===== src/rtl/sigpulse_seq.sv =====
// Burst sequencer driving one sigpulse: latches a burst configuration on start and
// issues paced single-cycle triggers. Optional continuous mode: SIGPULSE_SEQ_LOOP_EN.
module sigpulse_seq #(
  parameter int _RAM_WIDTH = 32,
  parameter int CNT_WIDTH  = 16
) (
  input  logic                  io_clk,
  input  logic                  io_rst,
  input  logic                  io_start,
  input  logic                  io_stop,
  input  logic [_RAM_WIDTH-1:0] io_pulseWidth,
  input  logic [_RAM_WIDTH-1:0] io_gap,
  input  logic [CNT_WIDTH-1:0]  io_count,
  input  logic                  io_defaultLevel,
  output logic                  sp_en,
  output logic [_RAM_WIDTH-1:0] sp_pulseWidth,
  output logic                  sp_defaultLevel,
  input  logic                  sp_pulseValid,
  output logic                  io_busy,
  output logic                  io_done,
  output logic [CNT_WIDTH-1:0]  io_pulseIdx
);

  typedef enum logic [2:0] {
    S_IDLE    = 3'd0,
    S_FIRE    = 3'd1,
    S_WAIT_HI = 3'd2,
    S_WAIT_LO = 3'd3,
    S_GAP     = 3'd4,
    S_DRAIN   = 3'd5
  } state_t;

  state_t                  state_p0;
  state_t                  state_nxt;
  logic [_RAM_WIDTH-1:0]   gap_lat_p0;
  logic [_RAM_WIDTH-1:0]   gap_cnt_p0;
  logic [CNT_WIDTH-1:0]    cnt_lat_p0;
  logic                    start_ok;
  logic                    burst_end;
  logic                    accept;
  logic                    load_gap;
  logic                    sp_en_nxt;
  logic                    busy_nxt;
  logic                    done_nxt;
  logic [CNT_WIDTH-1:0]    idx_nxt;

`ifdef SIGPULSE_SEQ_LOOP_EN
  // A latched count of zero means run until stopped.
  assign start_ok  = (io_pulseWidth != '0);
  assign burst_end = (cnt_lat_p0 != '0) && (io_pulseIdx == cnt_lat_p0);
`else
  assign start_ok  = (io_pulseWidth != '0) && (io_count != '0);
  assign burst_end = (io_pulseIdx == cnt_lat_p0);
`endif

  // ---- state register and registered outputs
  always_ff @(posedge io_clk) begin
    if (io_rst) begin
      state_p0        <= S_IDLE;
      sp_en           <= 1'b0;
      io_busy         <= 1'b0;
      io_done         <= 1'b0;
      io_pulseIdx     <= '0;
      sp_pulseWidth   <= '0;
      sp_defaultLevel <= 1'b0;
    end else begin
      state_p0    <= state_nxt;
      sp_en       <= sp_en_nxt;
      io_busy     <= busy_nxt;
      io_done     <= done_nxt;
      io_pulseIdx <= idx_nxt;
      if (accept) begin
        sp_pulseWidth   <= io_pulseWidth;
        sp_defaultLevel <= io_defaultLevel;
      end
    end
  end

  // ---- burst configuration and gap timer (data path, no reset)
  always_ff @(posedge io_clk) begin
    if (accept) begin
      gap_lat_p0 <= io_gap;
      cnt_lat_p0 <= io_count;
    end
    if (load_gap) begin
      gap_cnt_p0 <= gap_lat_p0;
    end else if (state_p0 == S_GAP) begin
      gap_cnt_p0 <= gap_cnt_p0 - _RAM_WIDTH'(1);
    end
  end

  // ---- next-state logic
  always_comb begin
    state_nxt = state_p0;
    case (state_p0)
      S_IDLE: begin
        if (io_start && !io_stop && start_ok) state_nxt = S_FIRE;
      end
      S_FIRE: begin
        state_nxt = io_stop ? S_IDLE : S_WAIT_HI;
      end
      S_WAIT_HI: begin
        if (io_stop)            state_nxt = S_DRAIN;
        else if (sp_pulseValid) state_nxt = S_WAIT_LO;
      end
      S_WAIT_LO: begin
        if (io_stop)                   state_nxt = S_DRAIN;
        else if (!sp_pulseValid) begin
          if (burst_end)               state_nxt = S_IDLE;
          else if (gap_lat_p0 == '0)   state_nxt = S_FIRE;
          else                         state_nxt = S_GAP;
        end
      end
      S_GAP: begin
        if (io_stop)                                 state_nxt = S_IDLE;
        else if (gap_cnt_p0 == _RAM_WIDTH'(1))       state_nxt = S_FIRE;
      end
      S_DRAIN: begin
        if (!sp_pulseValid) state_nxt = S_IDLE;
      end
      default: state_nxt = S_IDLE;
    endcase
  end

  // ---- output logic, computed one cycle ahead so every output is a flop
  always_comb begin
    accept    = (state_p0 == S_IDLE) && (state_nxt == S_FIRE);
    load_gap  = (state_p0 == S_WAIT_LO) && (state_nxt == S_GAP);
    sp_en_nxt = (state_nxt == S_FIRE);
    busy_nxt  = (state_nxt != S_IDLE);
    // Only the natural WAIT_LO exit reaches IDLE directly; stops go through DRAIN or skip it.
    done_nxt  = (state_p0 == S_WAIT_LO) && (state_nxt == S_IDLE);
    idx_nxt   = io_pulseIdx;
    if (accept)                 idx_nxt = CNT_WIDTH'(1);
    else if (state_nxt == S_FIRE) idx_nxt = io_pulseIdx + CNT_WIDTH'(1);
  end

endmodule


===== config.mk =====
export PLATFORM = sky130hd
export DESIGN_NAME = sigpulse_seq
export DESIGN_NICKNAME = d
export VERILOG_FILES = /design/src/rtl/sigpulse_seq.sv
export SDC_FILE = /design/constraint.sdc
export NUM_CORES = 1
export LEC_CHECK = 0
export BUFFER_PORTS_ARGS = -buffer_cell sky130_fd_sc_hd__buf_2
export CAP_MARGIN = 10
export CORE_MARGIN = 4
export CORE_UTILIZATION = 45
export CTS_CLUSTER_DIAMETER = 50
export CTS_CLUSTER_SIZE = 16
export DETAILED_ROUTE_END_ITERATION = 6
export PLACE_DENSITY = 0.68
export SYNTH_ARGS = -nofsm -noshare
export SYNTH_HDL_FRONTEND = slang
export SYNTH_SLANG_ARGS = --single-unit

===== constraint.sdc =====
create_clock -name io_clk -period 7.3 [get_ports io_clk]
set_input_delay 0 -clock io_clk [delete_from_list [all_inputs] [get_ports io_clk]]
set_output_delay 0 -clock io_clk [all_outputs]
set_load 0.01 [all_outputs]

# Word-level counts from Yosys, hierarchy flattened
# Index checks and enable logic that the tools add are counted.
# totals
reg_bits	135
in_bits	86
output_inout_bits	52
word_cells	54
# classes
n_addsub	2
n_eq_ne	9
n_mux	16
n_reduce_logical	16
# op_table
operator	n
$mux W32	2
$eq A32 B1 Y1 const B	1
$logic_not A32 Y1	1
$reduce_bool A32 Y1	1
$sub A32 B1 Y32 const B	1
$mux W3	10
$pmux W3 S6	1
$add A16 B1 Y16 const B	1
$eq A16 B16 Y1	1
$reduce_bool A16 Y1	1
$eq A3 B3 Y1 const B	3
$eq A3 B1 Y1 const B	2
$eq A3 B2 Y1 const B	2
$logic_and A1 B1 Y1	6
$logic_not A3 Y1	2
$reduce_bool A2 Y1	2
$reduce_bool A3 Y1	1
$mux W1	2
$mux W2	1
$reduce_or A2 Y1	1
$logic_not A1 Y1	1

# Logic depth before layout (Yosys ltp)
# Gate-level depths: netlist (run 1).
# logic_depth
word_depth	9
depth_mapped	11

# Worst setup path before layout (run 1)
# Ideal clock, no wire load.
# synth_timing
path_kind	reg2reg
startpoint	register state_p0[1]
endpoint	register sp_pulseWidth[22]
setup_ns	0.128
arrival_ns	3.229
required_time_ns	7.172
setup_slack_ns	3.943
stages_incl_launch_ff	7
path_buffers	2
path_cell_list	dfxtp_1 -> nor4_1 -> o2111a_1 -> clkbuf_1 -> buf_1 -> mux2i_1 -> nor2_1
# synth_via
elab_chain_cells	5
# synth_rtl
item	line_no	rtl
start, declared	33	state_t state_p0;
start signal, assigned	67	state_p0 <= state_nxt;
$mux W3 (on tied branches)	116, 104, 108	
$mux W3 (on tied branches)	115, 103, 107	
$pmux W3 S6	95	case (state_p0)
$eq A3 B1 Y1	127	accept = (state_p0 == S_IDLE) && (state_nxt == S_FIRE);
$logic_and A1 B1 Y1 (*)	127	
named net accept	40	logic accept;
end signal, assigned	73	sp_pulseWidth <= io_pulseWidth;
end, declared	16	output logic [_RAM_WIDTH-1:0] sp_pulseWidth,
# The timed path passes the listed nets; every way through them passes the cells marked *.
# A chain may end at the register's enable or synchronous reset.

# Worst setup path in the final report (run 1)
# layout_timing
startpoint	register gap_cnt_p0[8]
endpoint	register gap_cnt_p0[24], enable pin
# layout_via
elab_chain_cells	7
# layout_rtl
item	line_no	rtl
start, declared	36	logic [_RAM_WIDTH-1:0] gap_cnt_p0;
start signal, assigned	86	gap_cnt_p0 <= gap_lat_p0;
start signal, assigned	88	gap_cnt_p0 <= gap_cnt_p0 - _RAM_WIDTH'(1);
$eq A32 B1 Y1	116	else if (gap_cnt_p0 == _RAM_WIDTH'(1)) state_nxt = S_FIRE;
$mux W3	116	
$mux W3	115	if (io_stop) state_nxt = S_IDLE;
$pmux W3 S6	95	
$eq A3 B3 Y1	128	load_gap = (state_p0 == S_WAIT_LO) && (state_nxt == S_GAP);
$logic_and A1 B1 Y1	128	
$reduce_bool A2 Y1 (no source line)	n/a	
# Every way passes these cells.

==> results of run 1 <==
## routing by layer
layer | wire (um) | global-route usage
met5 | 0 | 0
met4 | 140 | 0.06713
met3 | 1012 | 0.07402
met2 | 7643 | 0.3366
met1 | 6252 | 0.2372
## metrics by stage
step,setup WS (ns),instances,area [sq um],hold slack (ns)
6_report,3.734,913,8328,0.09774
5_1_grt,3.521,911,8323,0.09962
4_1_cts,3.739,911,8323,0.07417
3_5_place_dp,3.761,797,6887,0.1781
3_3_place_gp,3.885,797,6887,0.1776
2_1_floorplan,3.943,502,6040,0.09887
## critical path, stage by stage, from the launching register on
cell and delay, ns:
edfxtp_1 0.45, or4_4 0.58, or3_4 0.36, nor4_1 0.31, nand2_1 0.12, o211a_1 0.17, nand3b_1 0.09, buf_4 0.40
nand2_1 0.42, buf_4 0.37
## flip-flops by register name, summed over array words and instances (netlist names)
signal	cells
gap_cnt_p0	32
gap_lat_p0	32
sp_pulseWidth	32
cnt_lat_p0	16
io_pulseIdx	16
state_p0	3
io_busy	1
io_done	1
sp_defaultLevel	1
sp_en	1
## power by group through the flow
stage | clock network (mW) | logic (mW) | registers [mW]
finish | 0.881 | 0.145 | 0.850
global route | 0.930 | 0.158 | 0.853
CTS | 0.893 | 0.143 | 0.850
detailed placement | 0 | 0.109 | 0.866
global placement | 0 | 0.106 | 0.865
floorplan | 0 | 0.0541 | 0.868
## worst max path at each step
stage                        startpoint                 to  slack (ns)  cells after the start
after global routing      gap_cnt_p0[8]     gap_cnt_p0[24]        3.52                      9
after floorplan             state_p0[1]  sp_pulseWidth[22]        3.94                      6
after global placement    gap_cnt_p0[8]     gap_cnt_p0[20]        3.89                      9
after detailed placement  gap_cnt_p0[8]     gap_cnt_p0[23]        3.76                      9
final                     gap_cnt_p0[8]     gap_cnt_p0[24]        3.73                      9
after CTS                 gap_cnt_p0[8]     gap_cnt_p0[18]        3.74                      9
## Yosys cell counts (10+ instances only)
master    count  area, sq um
edfxtp_1     80         2402
dfxtp_1      55         1101
nor2_1       54        202.7
mux2i_1      34        340.3
mux2_2       31        349.1
nor4_1       28        175.2
xnor2_1      26        227.7
xor2_1       19        166.4
nand4_1      18        112.6
nand2_1      17        63.81
nor3_1       17        85.08
o31ai_1      15        112.6
clkbuf_1     14        52.55
or4_1        13        97.59
a21oi_1      12        60.06
nand3_1      10        50.05
## logic make-up (layout without fill, tap and decap cells)
kind of cell,count (synthesis),count (layout)
muxes,65,65
other,0,2
AOI/OAI and AO/OA,40,40
buffers and inverters,26,259
and+or+nand+nor,188,188
xor gates and xnor gates,45,45
adders and majority gates,3,3
DFF,135,135
## final cells by class
class / count / area, sq um / share of cell area
Antenna cell: 2 / 5.005 / 0.0006010
Clock buffer: 20 / 479.2 / 0.05754
Clock inverter: 12 / 136.4 / 0.01638
Inverter: 5 / 18.77 / 0.002254
Multi-Input combinational cell: 341 / 2436 / 0.2925
Sequential cell: 135 / 3503 / 0.4207
Tap cell: 176 / 220.2 / 0.02644
Timing Repair Buffer: 222 / 1529 / 0.1836
## timing repair
action | 4_1_cts | 5_1_grt
hold buffers | 82 | 0
resized for setup | 0 | 0
hold endpoints to repair | 82 | 0
==> out/qor.csv, run 1 <==
stage;metric;value;unit
run_status;status;finished clean;
floorplan;I/O Pins;138;
cells_and_area;commonest non-fill, non-tap cells in the layout;buf_2 (137), dlygate4sd3_1 (82), edfxtp_1 (80);
worst_hold_path;WHS Endpoint;state_p0[1];
sta;fmax;0.2804;GHz
synthesis;synth unique cells;42;
cells_and_area;Final Core Density;0.6314;
floorplan;die area;0.01534;sq mm
synthesis;Simple-Gate Fraction of Synth Area;0.1699;
power;clock power share;0.470;
sta;Tcrit/Tclk final;0.4885;
setup_path;CP Data Required Time;7.45;ns
global_routing;GRT Util Overall;0.2003;
synthesis;synthesized instance count;502;
global_routing;initial antenna violation count;0;
detailed_routing;Starting DRT DRC Count;302;
sta;count of final setup violators;0;
detailed_routing;DRC Markers;0;
global_routing;vias in the first global route;4834;
synthesis;Seq cells post-synth;135;
clocking;maximum buffer depth of the clock tree;2;
sta;final setup TNS;0;ns
floorplan;site row count;42;
power;Max IR drop VDD;0.0001824;V
synthesis;Top FF cell, synth;edfxtp_1;
cells_and_area;share of cells above drive strength 1;0.2857;
clocking;Root Buffer Master;clkbuf_16;
global_routing;GRT Residual Overflow;0;
synthesis;largest family of logic cells by synthesized area;simple AND/OR/NAND/NOR gates;
floorplan;die width;123.9;um
setup_path;Worst Setup Path Type;reg -> reg;
placement;DP HPWL;9725;um
sta;Worst slew margin;0.2233;
detailed_routing;DR pass1 iterations;5;
power;Pleak;3.196;nW
detailed_routing;Post-Route WL;15050;um
setup_path;crit-path max FO;33;
clocking;H-tree levels;4;
global_routing;pin count of the biggest net entering global routing;85;
sta;final hold viol count;0;
synthesis;Syn Std Cell Area;0.006040;sq mm
synthesis;number of flops mapped to enable cells by yosys;80;
setup_path;r2r worst-path depth;9;
placement;Final GP Congestion;0.7785;
setup_path;RR Endpoint;gap_cnt_p0[24];
synthesis;Synth Area in Adders;0.006215;
sta;Pins Over Slew Limit;0;
global_routing;global-route wire length before repair;23620;um
power;combinational power share;0.077;
synthesis;Synth Area in Compound Gates;0.04641;
detailed_routing;Via Count;4847;
detailed_routing;wire per inst;16.48;um
clocking;clock slew at reported path FFs;0.06;ns
synthesis;Seq/Total Area, Yosys;0.5801;
cells_and_area;Final #Nets;811;
power;Flop pwr share;0.453;
synthesis;Ys Warns;0;
power;Net Sw Power;416.3;uW
floorplan;die height;123.9;um
clocking;cts bufs inserted;17;
synthesis;Synth Area in XOR/XNOR;0.06526;
clocking;clk_lat worst skew;0.42;ns
clocking;CTS tree;yes;
detailed_routing;ANT nets after route;0;
floorplan;core footprint;0.01319;sq mm
worst_hold_path;Hold Path Stages;4;
setup_path;Reg-to-Reg Start;gap_cnt_p0[8];
setup_path;CP startpoint kind;register;
sta;post-layout minimum cycle time;3.566;ns
synthesis;ys async rst share;0;
power;switching share of power;0.2220;
sta;RSZ-0062 raised after global routing;false;
floorplan;Starting Density;0.4579;
synthesis;mux share of post-synthesis cell area;0.1141;
sta;clk_skew;0.009390;ns
power;total chip power;1.876;mW
worst_hold_path;HP Class;in -> reg;
sta;slew at the pin with the worst max-slew slack;1.165;ns
setup_path;r2r setup slk;3.73;ns
worst_hold_path;hold_sp;sp_pulseValid;
setup_path;CP arrival;3.72;ns
clocking;post-CTS setup buffer count;0;
clocking;CTS Sinks;135;
placement;Port-buffer cells;137;
power;Internal;1.459;mW
setup_path;CP endpoint kind;register;
detailed_routing;post-DR vias/cell;5.309;
synthesis;post-synth net total;591;
cells_and_area;fillers;998;
power;Pwr per Cell Area;225.2;mW/mm^2
synthesis;Syn Area/Cell;12.03;sq um
cells_and_area;commonest non-fill, non-tap cell in the layout;buf_2;
cells_and_area;Syn-to-layout area delta;37.89;%
flow_run;max_cap viols;0;
Note: power is estimated with default switching activity, not from simulation.
==> run 2, diff against run 1 <==
==> constraint.sdc (replaced) <==
create_clock -name io_clk -period 3.64 [get_ports io_clk]
set_input_delay 0 -clock io_clk [delete_from_list [all_inputs] [get_ports io_clk]]
set_output_delay 0 -clock io_clk [all_outputs]
set_load 0.01 [all_outputs]
==> run 2 against run 1 <==
  * Critical endpoint is now io_pulseIdx[5]
  * Sequential power is 100% higher
  * Clock skew decreased by 0.0021 ns
  * Total power increased by 100%
  * Critical path depth fell by 2
  * Sequential share of layout area decreased by 0.30 points
  * Via count rose by 1.9%
  * Design area grew 0.72%
  * Combinational power up 100%
==> out/qor.csv, run 2 (same netlist as run 1, synthesis figures left out) <==
stage;metric;value;unit;change
cells_and_area;Final #Nets;813;;was 811
detailed_routing;Via Count;4940;;was 4847
setup_path;Worst Setup Path Type;reg -> reg;;unchanged
setup_path;CP arrival;3.42;ns;was 3.72 ns
floorplan;die width;123.9;um;unchanged
placement;DP HPWL;9612;um;was 9725 um
placement;Port-buffer cells;137;;unchanged
sta;Pins Over Slew Limit;0;;unchanged
detailed_routing;Post-Route WL;15410;um;was 15050 um
worst_hold_path;hold_sp;sp_pulseValid;;unchanged
global_routing;vias in the first global route;5019;;was 4834
sta;count of final setup violators;0;;unchanged
detailed_routing;routed metal-1 wire length;6064;um;was 6252 um
setup_path;CP Data Required Time;3.98;ns;was 7.45 ns
setup_path;CP endpoint kind;register;;unchanged
clocking;CTS tree;yes;;unchanged
worst_hold_path;WHS Endpoint;state_p0[1];;unchanged
detailed_routing;post-DR vias/cell;5.411;;was 5.309
sta;RSZ-0062 raised after global routing;false;;unchanged
setup_path;RR Endpoint;io_pulseIdx[5];;was gap_cnt_p0[24]
floorplan;Starting Density;0.4579;;unchanged
detailed_routing;DR pass1 iterations;5;;unchanged
floorplan;die height;123.9;um;unchanged
detailed_routing;wire per inst;16.88;um;was 16.48 um
setup_path;crit-path max FO;32;;was 33
placement;cell area after placement;0.006914;sq mm;was 0.006887 sq mm
clocking;Root Buffer Master;clkbuf_16;;unchanged
cells_and_area;commonest non-fill, non-tap cells in the layout;buf_2 (137), dlygate4sd3_1 (82), edfxtp_1 (80);;unchanged
sta;final hold viol count;0;;unchanged
cells_and_area;Syn-to-layout area delta;38.89;%;was 37.89%
setup_path;CP startpoint kind;register;;unchanged
clocking;clock slew at reported path FFs;0.06;ns;about the same
setup_path;r2r worst-path depth;7;;was 9
cells_and_area;Register Area;0.003503;sq mm;unchanged
sta;post-layout minimum cycle time;3.078;ns;was 3.566 ns
cells_and_area;Antenna diodes;0;;was 2
sta;Worst slew margin;0.2175;;was 0.2233
cells_and_area;commonest non-fill, non-tap cell in the layout;buf_2;;unchanged
worst_hold_path;HP Class;in -> reg;;unchanged
clocking;post-CTS setup buffer count;0;;unchanged
floorplan;core footprint;0.01319;sq mm;unchanged
clocking;maximum buffer depth of the clock tree;2;;unchanged
global_routing;global-route wire length before repair;24330;um;was 23620 um
global_routing;GRT Util Overall;0.2061;;was 0.2003
cells_and_area;largest registers;gap_cnt_p0: 32 flops, gap_lat_p0: 32 flops, sp_pulseWidth: 32 flops;;unchanged
setup_path;Reg-to-Reg Start;gap_cnt_p0[8];;unchanged
detailed_routing;DRC Markers;0;;unchanged
sta;fmax;0.3249;GHz;was 0.2804 GHz
power;Max IR drop VDD;0.0003101;V;was 0.0001824 V
cells_and_area;area occupied by multi-input gates;0.002436;sq mm;unchanged
global_routing;GRT Residual Overflow;0;;unchanged
clocking;cts bufs inserted;17;;unchanged
detailed_routing;ANT nets after route;0;;unchanged
sta;clk_skew;0.007307;ns;was 0.009390 ns
clocking;H-tree levels;4;;unchanged
sta;final setup TNS;0;ns;unchanged
detailed_routing;met3 WL;1138;um;was 1012 um
clocking;CTS Sinks;135;;unchanged
sta;Tcrit/Tclk final;0.8457;;was 0.4885
cells_and_area;share of cells above drive strength 1;0.2904;;was 0.2857
detailed_routing;met2 WL post-DR;7772;um;was 7643 um
setup_path;r2r setup slk;0.56;ns;was 3.73 ns
power;Pleak;3.233;nW;was 3.196 nW
detailed_routing;Top Layer Used;met4;;unchanged
worst_hold_path;Hold Path Stages;4;;unchanged
floorplan;die area;0.01534;sq mm;unchanged
placement;Final GP Congestion;0.8152;;was 0.7785
floorplan;site row count;42;;unchanged
flow_run;max_cap viols;0;;unchanged
clocking;clk_lat worst skew;0.42;ns;about the same
floorplan;I/O Pins;138;;unchanged
global_routing;pin count of the biggest net entering global routing;85;;unchanged
run_status;status;finished clean;;unchanged
detailed_routing;Starting DRT DRC Count;354;;was 302
cells_and_area;fillers;996;;was 998
power;Pwr per Cell Area;456.9;mW/mm^2;was 225.2 mW/mm^2
cells_and_area;post-route cell area;0.008388;sq mm;was 0.008328 sq mm
global_routing;initial antenna violation count;0;;unchanged
sta;slew at the pin with the worst max-slew slack;1.174;ns;was 1.165 ns
-- run 2: changes by cell type in the layout (fill, tap and decap cells not counted), sizes merged --
cell | previous run | this run
clkbuf | 20 | 26
clkinv | 5 | 1
buf | 140 | 142
diode | 2 | 0
inv | 10 | 8
bufinv | 2 | 1
clkinvlp | 0 | 1
-- run 2: worst max-delay path, cell delays in order (launching register included) --
cell,delay (ns)
edfxtp_1,0.45
or4_4,0.58
or3_4,0.37
nor4_1,0.27
nand2_1,0.11
o211a_1,0.43
or4_1,0.63
a21oi_1,0.15
-- run 2: final cells by class --
type	instances	area share
Clock buffer	26	0.06981
Clock inverter	6	0.008055
Multi-Input combinational cell	341	0.2904
Sequential cell	135	0.4177
Tap cell	176	0.02625
Inverter	5	0.002237
Timing Repair Buffer	224	0.1856
-- run 2: metrics by stage --
| step | std cells | hold slack (ns) | total power [mW] | util | setup slack, ns |
|---|---|---|---|---|---|
| floorplan | 502 | 0.09887 | 1.848 | - | 0.2834 |
| global placement | 799 | 0.1782 | 1.946 | 0.5242 | 0.6990 |
| detailed placement | 799 | 0.1785 | 1.955 | 0.5242 | 0.5553 |
| CTS | 913 | 0.07985 | 3.851 | 0.6359 | 0.5319 |
| global route | 913 | 0.1284 | 3.962 | 0.6359 | 0.3207 |
| finish | 913 | 0.08751 | 3.832 | 0.6359 | 0.5618 |
-- run 2: worst max path at each step --
stage / from / end / depth (start not counted)
after floorplan: state_p0[1] / sp_pulseWidth[22] / 6
after global placement: gap_cnt_p0[8] / io_pulseIdx[5] / 7
after detailed placement: gap_cnt_p0[8] / io_pulseIdx[14] / 7
after CTS: gap_cnt_p0[8] / io_pulseIdx[11] / 7
after global routing: gap_cnt_p0[8] / io_pulseIdx[14] / 7
final: gap_cnt_p0[8] / io_pulseIdx[5] / 7
-- run 2: repair_timing --
| action | 4_1_cts | 5_1_grt |
|---|---|---|
| hold buffers | 82 | 0 |
| hold endpoints to repair | 82 | 0 |
| gates resized for setup | 0 | 0 |
-- run 2: power by group --
group / total (mW) / internal, mW / switching (mW)
Clock: 1.84 / 1.19 / 0.651
Combinational: 0.291 / 0.155 / 0.136
Sequential: 1.71 / 1.67 / 0.0319
Total: 3.83 / 3.01 / 0.819
-- run 2: layer usage --
| metal | GRT usage | vias up |
|---|---|---|
| li1 | - | 2347 |
| met1 | 0.2347 | 2359 |
| met2 | 0.3481 | 191 |
| met3 | 0.07175 | 43 |
| met4 | 0.09343 | 0 |
| met5 | 0 | - |
